--- config.mk ---
export PLATFORM = sky130hd
export DESIGN_NAME = uart_tx_sched
export DESIGN_NICKNAME = d
export VERILOG_FILES = /design/src/rtl/uart_tx_sched.sv
export SDC_FILE = /design/constraint.sdc
export NUM_CORES = 1
export LEC_CHECK = 0
export ABC_CLOCK_PERIOD_IN_PS = 6610
export BUFFER_PORTS_ARGS = -buffer_cell sky130_fd_sc_hd__buf_2
export CAP_MARGIN = 20
export CORE_UTILIZATION = 40
export DETAILED_ROUTE_END_ITERATION = 16
export HOLD_SLACK_MARGIN = 0.15
export PLACE_DENSITY_LB_ADDON = 0.1
export SYNTH_ARGS = -nofsm -noshare
export SYNTH_HDL_FRONTEND = slang
export SYNTH_SLANG_ARGS = --single-unit
--- constraint.sdc ---
create_clock -name clk -period 6.61 [get_ports clk]
set_input_delay 1.322 -clock clk [delete_from_list [all_inputs] [get_ports clk]]
set_output_delay 1.322 -clock clk [all_outputs]
set_load 0.02 [all_outputs]
--- src/rtl/uart_tx_sched.sv ---
`default_nettype none
// ============================================================================
//  Module   : uart_tx_sched
//  Purpose  : Round-robin packet scheduler sharing one UART transmitter among
//             NUM_REQ requesters. A grant is taken on the first word of a
//             packet and held until the word flagged last has been sent. A
//             watchdog releases the link if the transmitter never reports
//             tx_done or the owning requester stops supplying words.
//  Ports    : clk, rst            - clock, synchronous active-high reset
//             req_valid/req_data/req_last/req_ready - per-requester word
//                                   handshake (requester i at
//                                   req_data[i*DATA_W +: DATA_W])
//             tx_start/tx_data    - start pulse and word to the transmitter
//             tx_busy/tx_done     - transmitter status / frame-complete pulse
//             grant_active/grant_id - current owner of the transmitter
//             timeout_err         - one-cycle pulse on watchdog expiry
//  Revision : 1.0 - initial release
// ============================================================================
module uart_tx_sched #(
    parameter int NUM_REQ = 4,
    parameter int DATA_W  = 9,
    parameter int TIMEOUT = 131072,
    parameter int ID_W    = $clog2(NUM_REQ)
) (
    input  logic                        clk,
    input  logic                        rst,
    input  logic [NUM_REQ-1:0]          req_valid,
    input  logic [NUM_REQ*DATA_W-1:0]   req_data,
    input  logic [NUM_REQ-1:0]          req_last,
    output logic [NUM_REQ-1:0]          req_ready,
    output logic                        tx_start,
    output logic [DATA_W-1:0]           tx_data,
    input  logic                        tx_busy,
    input  logic                        tx_done,
    output logic                        grant_active,
    output logic [ID_W-1:0]             grant_id,
    output logic                        timeout_err
);

    localparam int c_WD_W = $clog2(TIMEOUT + 1);
    localparam logic [c_WD_W-1:0] c_WD_MAX  = '1;
    localparam logic [c_WD_W-1:0] c_WD_LAST = c_WD_W'(TIMEOUT - 1);

    localparam logic [1:0] c_IDLE = 2'd0;
    localparam logic [1:0] c_SEND = 2'd1;
    localparam logic [1:0] c_WAIT = 2'd2;

    logic [1:0]          r_state;
    logic [ID_W-1:0]     r_ptr;
    logic [ID_W-1:0]     r_gid;
    logic                r_grant;
    logic                r_last;
    logic                r_tx_start;
    logic [DATA_W-1:0]   r_tx_data;
    logic                r_timeout;
    logic [c_WD_W-1:0]   r_wd;

    logic                w_found;
    logic [ID_W-1:0]     w_pick;
    logic [ID_W-1:0]     w_cand;
    logic [NUM_REQ-1:0]  w_ready;
    logic                w_accept;
    logic [DATA_W-1:0]   w_sel;
    logic [c_WD_W-1:0]   w_wd_inc;
    logic                w_expire;

    // Requester index (v + step) wrapped into 0..NUM_REQ-1; NUM_REQ need not
    // be a power of two.
    function automatic logic [ID_W-1:0] f_wrap(input logic [ID_W-1:0] v, input int step);
        return ID_W'((int'(v) + step) % NUM_REQ);
    endfunction

    // First valid requester searching from the round-robin pointer upward.
    always_comb begin
        w_found = 1'b0;
        w_pick  = '0;
        w_cand  = '0;
        for (int k = 0; k < NUM_REQ; k++) begin
            w_cand = f_wrap(r_ptr, k);
            if (!w_found && req_valid[w_cand]) begin
                w_found = 1'b1;
                w_pick  = w_cand;
            end
        end
    end

    // Only the owner sees ready, and only while the transmitter is free.
    always_comb begin
        w_ready = '0;
        if (r_state == c_SEND) begin
            w_ready[r_gid] = !tx_busy;
        end
    end

    assign w_accept = (r_state == c_SEND) && !tx_busy && req_valid[r_gid];
    assign w_sel    = req_data[int'(r_gid)*DATA_W +: DATA_W];

    // Saturating increment; expiry fires on the edge where the count would
    // step onto TIMEOUT-1, so the pulse lands TIMEOUT cycles after the
    // counter was last cleared.
    assign w_wd_inc = (r_wd == c_WD_MAX) ? r_wd : r_wd + c_WD_W'(1);
    assign w_expire = (w_wd_inc == c_WD_LAST);

    always_ff @(posedge clk) begin
        if (rst) begin
            r_state    <= c_IDLE;
            r_ptr      <= '0;
            r_gid      <= '0;
            r_grant    <= 1'b0;
            r_last     <= 1'b0;
            r_tx_start <= 1'b0;
            r_tx_data  <= '0;
            r_timeout  <= 1'b0;
            r_wd       <= '0;
        end else begin
            r_tx_start <= 1'b0;
            r_timeout  <= 1'b0;
            case (r_state)
                c_IDLE: begin
                    r_wd <= '0;
                    if (w_found) begin
                        r_gid   <= w_pick;
                        r_grant <= 1'b1;
                        r_state <= c_SEND;
                    end
                end
                c_SEND: begin
                    if (w_accept) begin
                        r_tx_data  <= w_sel;
                        r_tx_start <= 1'b1;
                        r_last     <= req_last[r_gid];
                        r_wd       <= '0;
                        r_state    <= c_WAIT;
                    end else if (w_expire) begin
                        r_timeout <= 1'b1;
                        r_grant   <= 1'b0;
                        r_ptr     <= f_wrap(r_gid, 1);
                        r_wd      <= '0;
                        r_state   <= c_IDLE;
                    end else begin
                        r_wd <= w_wd_inc;
                    end
                end
                c_WAIT: begin
                    // A completed frame takes priority over a coincident expiry.
                    if (tx_done) begin
                        r_wd <= '0;
                        if (r_last) begin
                            r_grant <= 1'b0;
                            r_ptr   <= f_wrap(r_gid, 1);
                            r_state <= c_IDLE;
                        end else begin
                            r_state <= c_SEND;
                        end
                    end else if (w_expire) begin
                        r_timeout <= 1'b1;
                        r_grant   <= 1'b0;
                        r_ptr     <= f_wrap(r_gid, 1);
                        r_wd      <= '0;
                        r_state   <= c_IDLE;
                    end else begin
                        r_wd <= w_wd_inc;
                    end
                end
                default: begin
                    r_state <= c_IDLE;
                    r_grant <= 1'b0;
                end
            endcase
        end
    end

    assign req_ready    = w_ready;
    assign tx_start     = r_tx_start;
    assign tx_data      = r_tx_data;
    assign grant_active = r_grant;
    assign grant_id     = r_gid;
    assign timeout_err  = r_timeout;

endmodule
`default_nettype wire

==> results of run 1 <==
-- sequential cells by signal (all words and copies together), names as in the netlist --
| register | flops |
|---|---|
| grant_active | 1 |
| grant_id | 2 |
| r_last | 1 |
| r_ptr | 2 |
| r_state | 2 |
| r_wd | 18 |
| timeout_err | 1 |
| tx_data | 9 |
| tx_start | 1 |
-- kinds of logic after synthesis --
| family | synth area share |
|---|---|
| DFF | 0.278 |
| buffers and inverters | 0.0526 |
| xor gates and xnor gates | 0.0258 |
| muxes | 0.138 |
| AOI/OAI and AO/OA | 0.156 |
| and+or+nand+nor | 0.307 |
| adders and majority gates | 0.0423 |
-- layout by cell type (no fill, tap or decap), drive strengths merged, types with 10 or more instances in the layout --
cell / instances
buf: 65
nor3: 14
mux4: 11
mux2i: 12
nand4: 19
a21oi: 28
inv: 10
dfxtp: 37
nand3: 21
nand2: 17
nor2: 34
-- final cells by class --
type	instances	share of cell area
Sequential cell	37	0.241
Multi-Input combinational cell	247	0.580
Timing Repair Buffer	65	0.106
Clock buffer	7	0.0281
Tap cell	77	0.0313
Inverter	11	0.0134
-- per-stage QoR --
step / instance area, um^2 / cells
CTS: 3070 / 444
floorplan: 2670 / 315
global route: 3070 / 444
detailed placement: 2990 / 437
finish: 3070 / 444
global placement: 2990 / 437
-- tightest hold or removal path, cell delays in order, from the launching register on --
cell and delay (ns):
dfxtp_1 0.31, o21ai_0 0.06, a21oi_1 0.06
-- layer usage --
metal | up-vias | wire length, um
met5 | - | 0
met4 | 0 | 104
met1 | 1224 | 3220
met2 | 97 | 3060
li1 | 1281 | -
met3 | 8 | 430
-- power groups by stage --
stage / sequential (mW) / clock, mW / combinational [mW]
final: 0.242 / 0.168 / 0.108
after global routing: 0.245 / 0.181 / 0.120
after CTS: 0.243 / 0.172 / 0.108
after detailed placement: 0.248 / 0 / 0.108
after global placement: 0.248 / 0 / 0.106
after floorplan: 0.248 / 0 / 0.0727
-- worst paths after layout --
check	start	end	cells after the start
max	req_valid[2]	r_wd[16]	8
min	grant_active	grant_active	2
max reg2reg	grant_id[0]	r_wd[16]	7
min reg2reg	grant_active	grant_active	2
==> qor.txt, run 1 <==
Critical Path AT: 4.01 ns
Async SR Flop Fraction: 0
WP data required: 6.84 ns
HP Class: reg2reg
CP peak stage delay: 0.71 ns
top cells by area, synth: dfxtp_1 28%, mux4_2 9.3%, a21oi_1 5.3%
CP max stage cell: a31oi_2
Final setup viols: 0
H-Tree Level Count: 2
reg2reg setup slack: 2.91 ns
total CTS buffers: 5
Wirelength per Cell: 15.3 um
MaxCap Viol Count: 0
worst vdd ir: 0.0000824 V
initial antenna violation count: 0
final core area utilization: 0.481
kind of critical path: in2reg
clock tree sinks: 37
count leader, synth: dfxtp_1
EDFF count, synth: 0
Reg area: 741 um^2
relative slew slack: 0.297
crit-path leading delay family: simple AND/OR/NAND/NOR gates
Synth warnings: 0
area leader, netlist: dfxtp_1
worst setup margin: 2.82 ns
critical path startpoint category: input port
Period minus WS final: 3.79 ns
clk buf depth: 2
met2 Resource Use GR: 0.344
grt ovf: 0
Area Growth Syn to Fin: 15.4%
worst hold slack: 0.473 ns
dpl hpwl: 4860 um
highest clock rate: 264 MHz
num ports: 66
Leak: 1.23 nW
DRC Markers: 0
post-synth top area share: 0.278
post-cts sizing count: 0
fin. max-slew vios: 0
DR pass1 iterations: 4
Logic pwr share: 0.208
part of the power in registers: 0.468
Switching Share: 0.296
most used routing layer: met2
clock slew at reported path FFs: 0.08 ns
Mapped Area: 2670 um^2
met3 Resource Use GR: 0.0435
synthesized area per cell: 8.46 um^2
syn nets: 372
largest net degree at the start of global routing: 43
CP cell instances: buf_2 -> mux4_2 -> nand2_1 -> and2_1 -> o21ai_1 -> a31oi_2 -> a21oi_1 -> nor3_1
top_reg_cell synth: dfxtp_1
worst-margin pin slew: 1.05 ns
final period utilization: 0.573
post-CTS setup buffer count: 0
met1 Usage GRT: 0.267
CTS Hold Bufs: 0
Seq/Total Area, Yosys: 0.278
net switching power: 153 uW
Initial Util: 0.417
Worst Setup End Kind: register
Rows: 29
final setup TNS: 0 ns
Tot GR Track Use: 0.206
vias in the first global route: 2522
clock group share of total power: 0.324
drt via density: 5.88
final hold violations: 0
#FFs+latches synth: 37
Synth Instances: 315
RSZ-0062 raised after global routing: false
die area: 6990 um^2
PnR Total Power: 518 uW
GPL Wtd Cong: 0.861
first-pass GRT wire length: 11800 um
run status: completed
final WL: 6810 um
nets: 424
via count: 2610
TritonCTS clock tree: done
# diodes: 0
worst-skew pair later-pin latency: 0.30 ns
chip width: 83.6 um
Int Pwr: 364 uW
Detail Route Antenna Nets: 0
area of the multi-input gates: 1780 um^2
Post-synth top cells: 37 x dfxtp_1, 34 x nor2_1, 28 x a21oi_1
chip height: 83.6 um
share of cells above drive strength 1: 0.262
Worst Clk Skew: 0.00840 ns
largest fanout on the critical path: 19
Synth cell types: 59
fillers: 632
Port Buffers: 65
pre-CTS setup slack: 2.52 ns
1st-iter DRT viols: 124
Placeable Area: 6390 um^2
crit path buf inv count: 1
PwrDens: 168 nW/um^2
root buffer cell: clkbuf_8
Note: power is estimated with default switching activity, not from simulation.
==> inputs of run 2 (changes only) <==
--- a/config.mk
+++ b/config.mk
@@ -5,7 +5,8 @@
 export SDC_FILE = /design/constraint.sdc
 export NUM_CORES = 1
 export LEC_CHECK = 0
-export ABC_CLOCK_PERIOD_IN_PS = 6610
+export ABC_AREA = 1
+export ABC_CLOCK_PERIOD_IN_PS = 3450
 export BUFFER_PORTS_ARGS = -buffer_cell sky130_fd_sc_hd__buf_2
 export CAP_MARGIN = 20
 export CORE_UTILIZATION = 40
==> constraint.sdc (replaced) <==
create_clock -name clk -period 3.45 [get_ports clk]
set_input_delay 0.69 -clock clk [delete_from_list [all_inputs] [get_ports clk]]
set_output_delay 0.69 -clock clk [all_outputs]
set_load 0.02 [all_outputs]
==> run 2 against run 1 <==
Highest routed layer unchanged. Clock-buffer cell count fell by 2. Critical path type is now reg2reg. Global-route usage fell by 0.34 points. Sequential cell count did not move. Combinational power rose by 98%.
==> qor.txt, run 2 <==
RSZ-0062 raised after global routing: false
critical path startpoint category: register
largest fanout on the critical path: 22
1st-iter DRT viols: 138
DR pass1 iterations: 4
Period minus WS final: 2.60 ns
Synth warnings: 0
Async SR Flop Fraction: 0
most frequent cells in the layout: 111 x nand2_1, 79 x nor2_1, 65 x buf_2
worst-margin pin slew: 0.689 ns
run status: completed
fillers: 672
die area: 7220 um^2
MaxCap Viol Count: 0
GPL Wtd Cong: 0.839
Critical Path AT: 2.80 ns
post-cts sizing count: 0
root buffer cell: clkbuf_8
nets: 574
grt ovf: 0
final period utilization: 0.755
area leader, netlist: dfxtp_1
chip width: 85.0 um
count leader, synth: nand2_1
Top Layer Used: met4
final hold violations: 0
clock tree sinks: 37
Leak: 1.53 nW
top_reg_cell synth: dfxtp_1
Synth cell types: 29
post-CTS setup buffer count: 0
final core area utilization: 0.496
# diodes: 0
H-Tree Level Count: 2
chip height: 85.0 um
Wirelength per Cell: 12.0 um
syn nets: 518
post-synth top area share: 0.269
Post-synth top cells: 111 x nand2_1, 79 x nor2_1, 47 x o21ai_0
EDFF count, synth: 0
final setup TNS: 0 ns
TritonCTS clock tree: done
vias in the first global route: 2624
Synth Instances: 461
most common cell after layout, fill and taps aside: nand2_1
dpl hpwl: 5470 um
#FFs+latches synth: 37
total CTS buffers: 5
num ports: 66
initial antenna violation count: 0
WL met2: 3130 um
WP data required: 3.64 ns
fin. max-slew vios: 0
final WL: 7110 um
Tot GR Track Use: 0.202
Initial Util: 0.424
Worst Clk Skew: 0.00716 ns
largest net degree at the start of global routing: 25
kind of critical path: reg2reg
Detail Route Antenna Nets: 0
met3 routed WL: 398 um
Seq/Total Area, Yosys: 0.269
highest clock rate: 384 MHz
share of cells above drive strength 1: 0.178
PwrDens: 327 nW/um^2
first-pass GRT wire length: 12000 um
CTS Hold Bufs: 0
clk buf depth: 2
Worst Setup End Kind: register
drt via density: 4.92
Placeable Area: 6490 um^2
Port Buffers: 65
Rows: 29
reg2reg setup slack: 0.85 ns
Area Growth Syn to Fin: 17.0%
DRC Markers: 0
Mapped Area: 2760 um^2
worst-skew pair later-pin latency: 0.29 ns
Final setup viols: 0
clock slew at reported path FFs: 0.08 ns
relative slew slack: 0.540
HP Class: reg2reg
Largest register FFs: 18
worst vdd ir: 0.000149 V
Top reg by flops: r_wd
synthesized area per cell: 5.98 um^2
top cells by area, synth: dfxtp_1 27%, nand2_1 15%, nor2_1 11%
wl on met1: 3520 um
via count: 2930
run 2: cell types whose count changed after synthesis, sizes merged, moves of 5 or more:
| cell | delta |
|---|---|
| nand2 | +101 |
| nor2 | +49 |
| o21ai | +38 |
| inv | +37 |
| nand3 | +15 |
| nor3 | -14 |
| mux2i | -12 |
| nand4 | -12 |
| mux4 | -11 |
| and2 | -8 |
| a31oi | +6 |
| nor4 | -6 |
| and3 | -5 |
run 2: final cells by class:
type,count,area [um^2],area share
Inverter,47,176,0.0547
Sequential cell,37,741,0.230
Clock buffer,5,68.8,0.0214
Tap cell,77,96.3,0.0299
Multi-Input combinational cell,358,1750,0.542
Clock inverter,3,46.3,0.0144
Timing Repair Buffer,68,348,0.108
run 2: critical path, stage by stage, from the launching register on:
cell,delay (ns)
dfxtp_1,0.41
ha_1,0.22
nand3_2,0.14
inv_2,0.14
nand2_4,0.09
nor2_8,0.15
nand2_4,0.14
nand2_1,0.15
nand2_1,0.06
nor2_1,0.09
nand2_1,0.06
nor2_1,0.15
nand2_2,0.28
a21oi_1,0.26
nand2_1,0.07
nand2_1,0.06
nor2_1,0.04
run 2: kinds of logic (layout without fill, tap and decap cells):
logic type / count (synthesis) / in the layout / synth area share
xor gates and xnor gates: 8 / 8 / 0.0254
and+or+nand+nor: 250 / 250 / 0.396
adders and majority gates: 9 / 9 / 0.0409
DFF: 37 / 37 / 0.269
buffers and inverters: 66 / 123 / 0.0972
AOI/OAI and AO/OA: 91 / 91 / 0.172
run 2: metal layers:
metal | vias to the layer above | track usage
met3 | 7 | 0.0399
met5 | - | 0
li1 | 1601 | -
met4 | 0 | 0.0370
met2 | 86 | 0.324
met1 | 1236 | 0.285
run 2: path summary, 6_finish.rpt:
| path | start | end | depth (start not counted) |
|---|---|---|---|
| min | r_wd[17] | r_wd[17] | 2 |
| min reg2reg | r_wd[17] | r_wd[17] | 2 |
| max reg2reg | r_wd[1] | r_ptr[0] | 16 |
| max | r_wd[1] | r_ptr[0] | 16 |
run 2: power by group:
part	total, mW	leakage [nW]	switching (mW)	internal [mW]
Combinational	0.214	1.18	0.136	0.0784
Clock	0.385	0.0543	0.169	0.216
Sequential	0.455	0.300	0.0122	0.443
Total	1.05	1.53	0.316	0.738
run 2: per-stage QoR:
stage / total power [mW] / instances / instance area (um^2) / hold slack (ns) / setup WS (ns)
5_1_grt: 1.11 / 595 / 3220 / 0.542 / 0.526
3_5_place_dp: 0.681 / 587 / 3110 / 0.504 / 0.853
6_report: 1.05 / 595 / 3220 / 0.508 / 0.845
2_1_floorplan: 0.606 / 461 / 2760 / 0.466 / 1.34
3_3_place_gp: 0.681 / 587 / 3110 / 0.503 / 0.930
4_1_cts: 1.06 / 595 / 3220 / 0.517 / 0.843
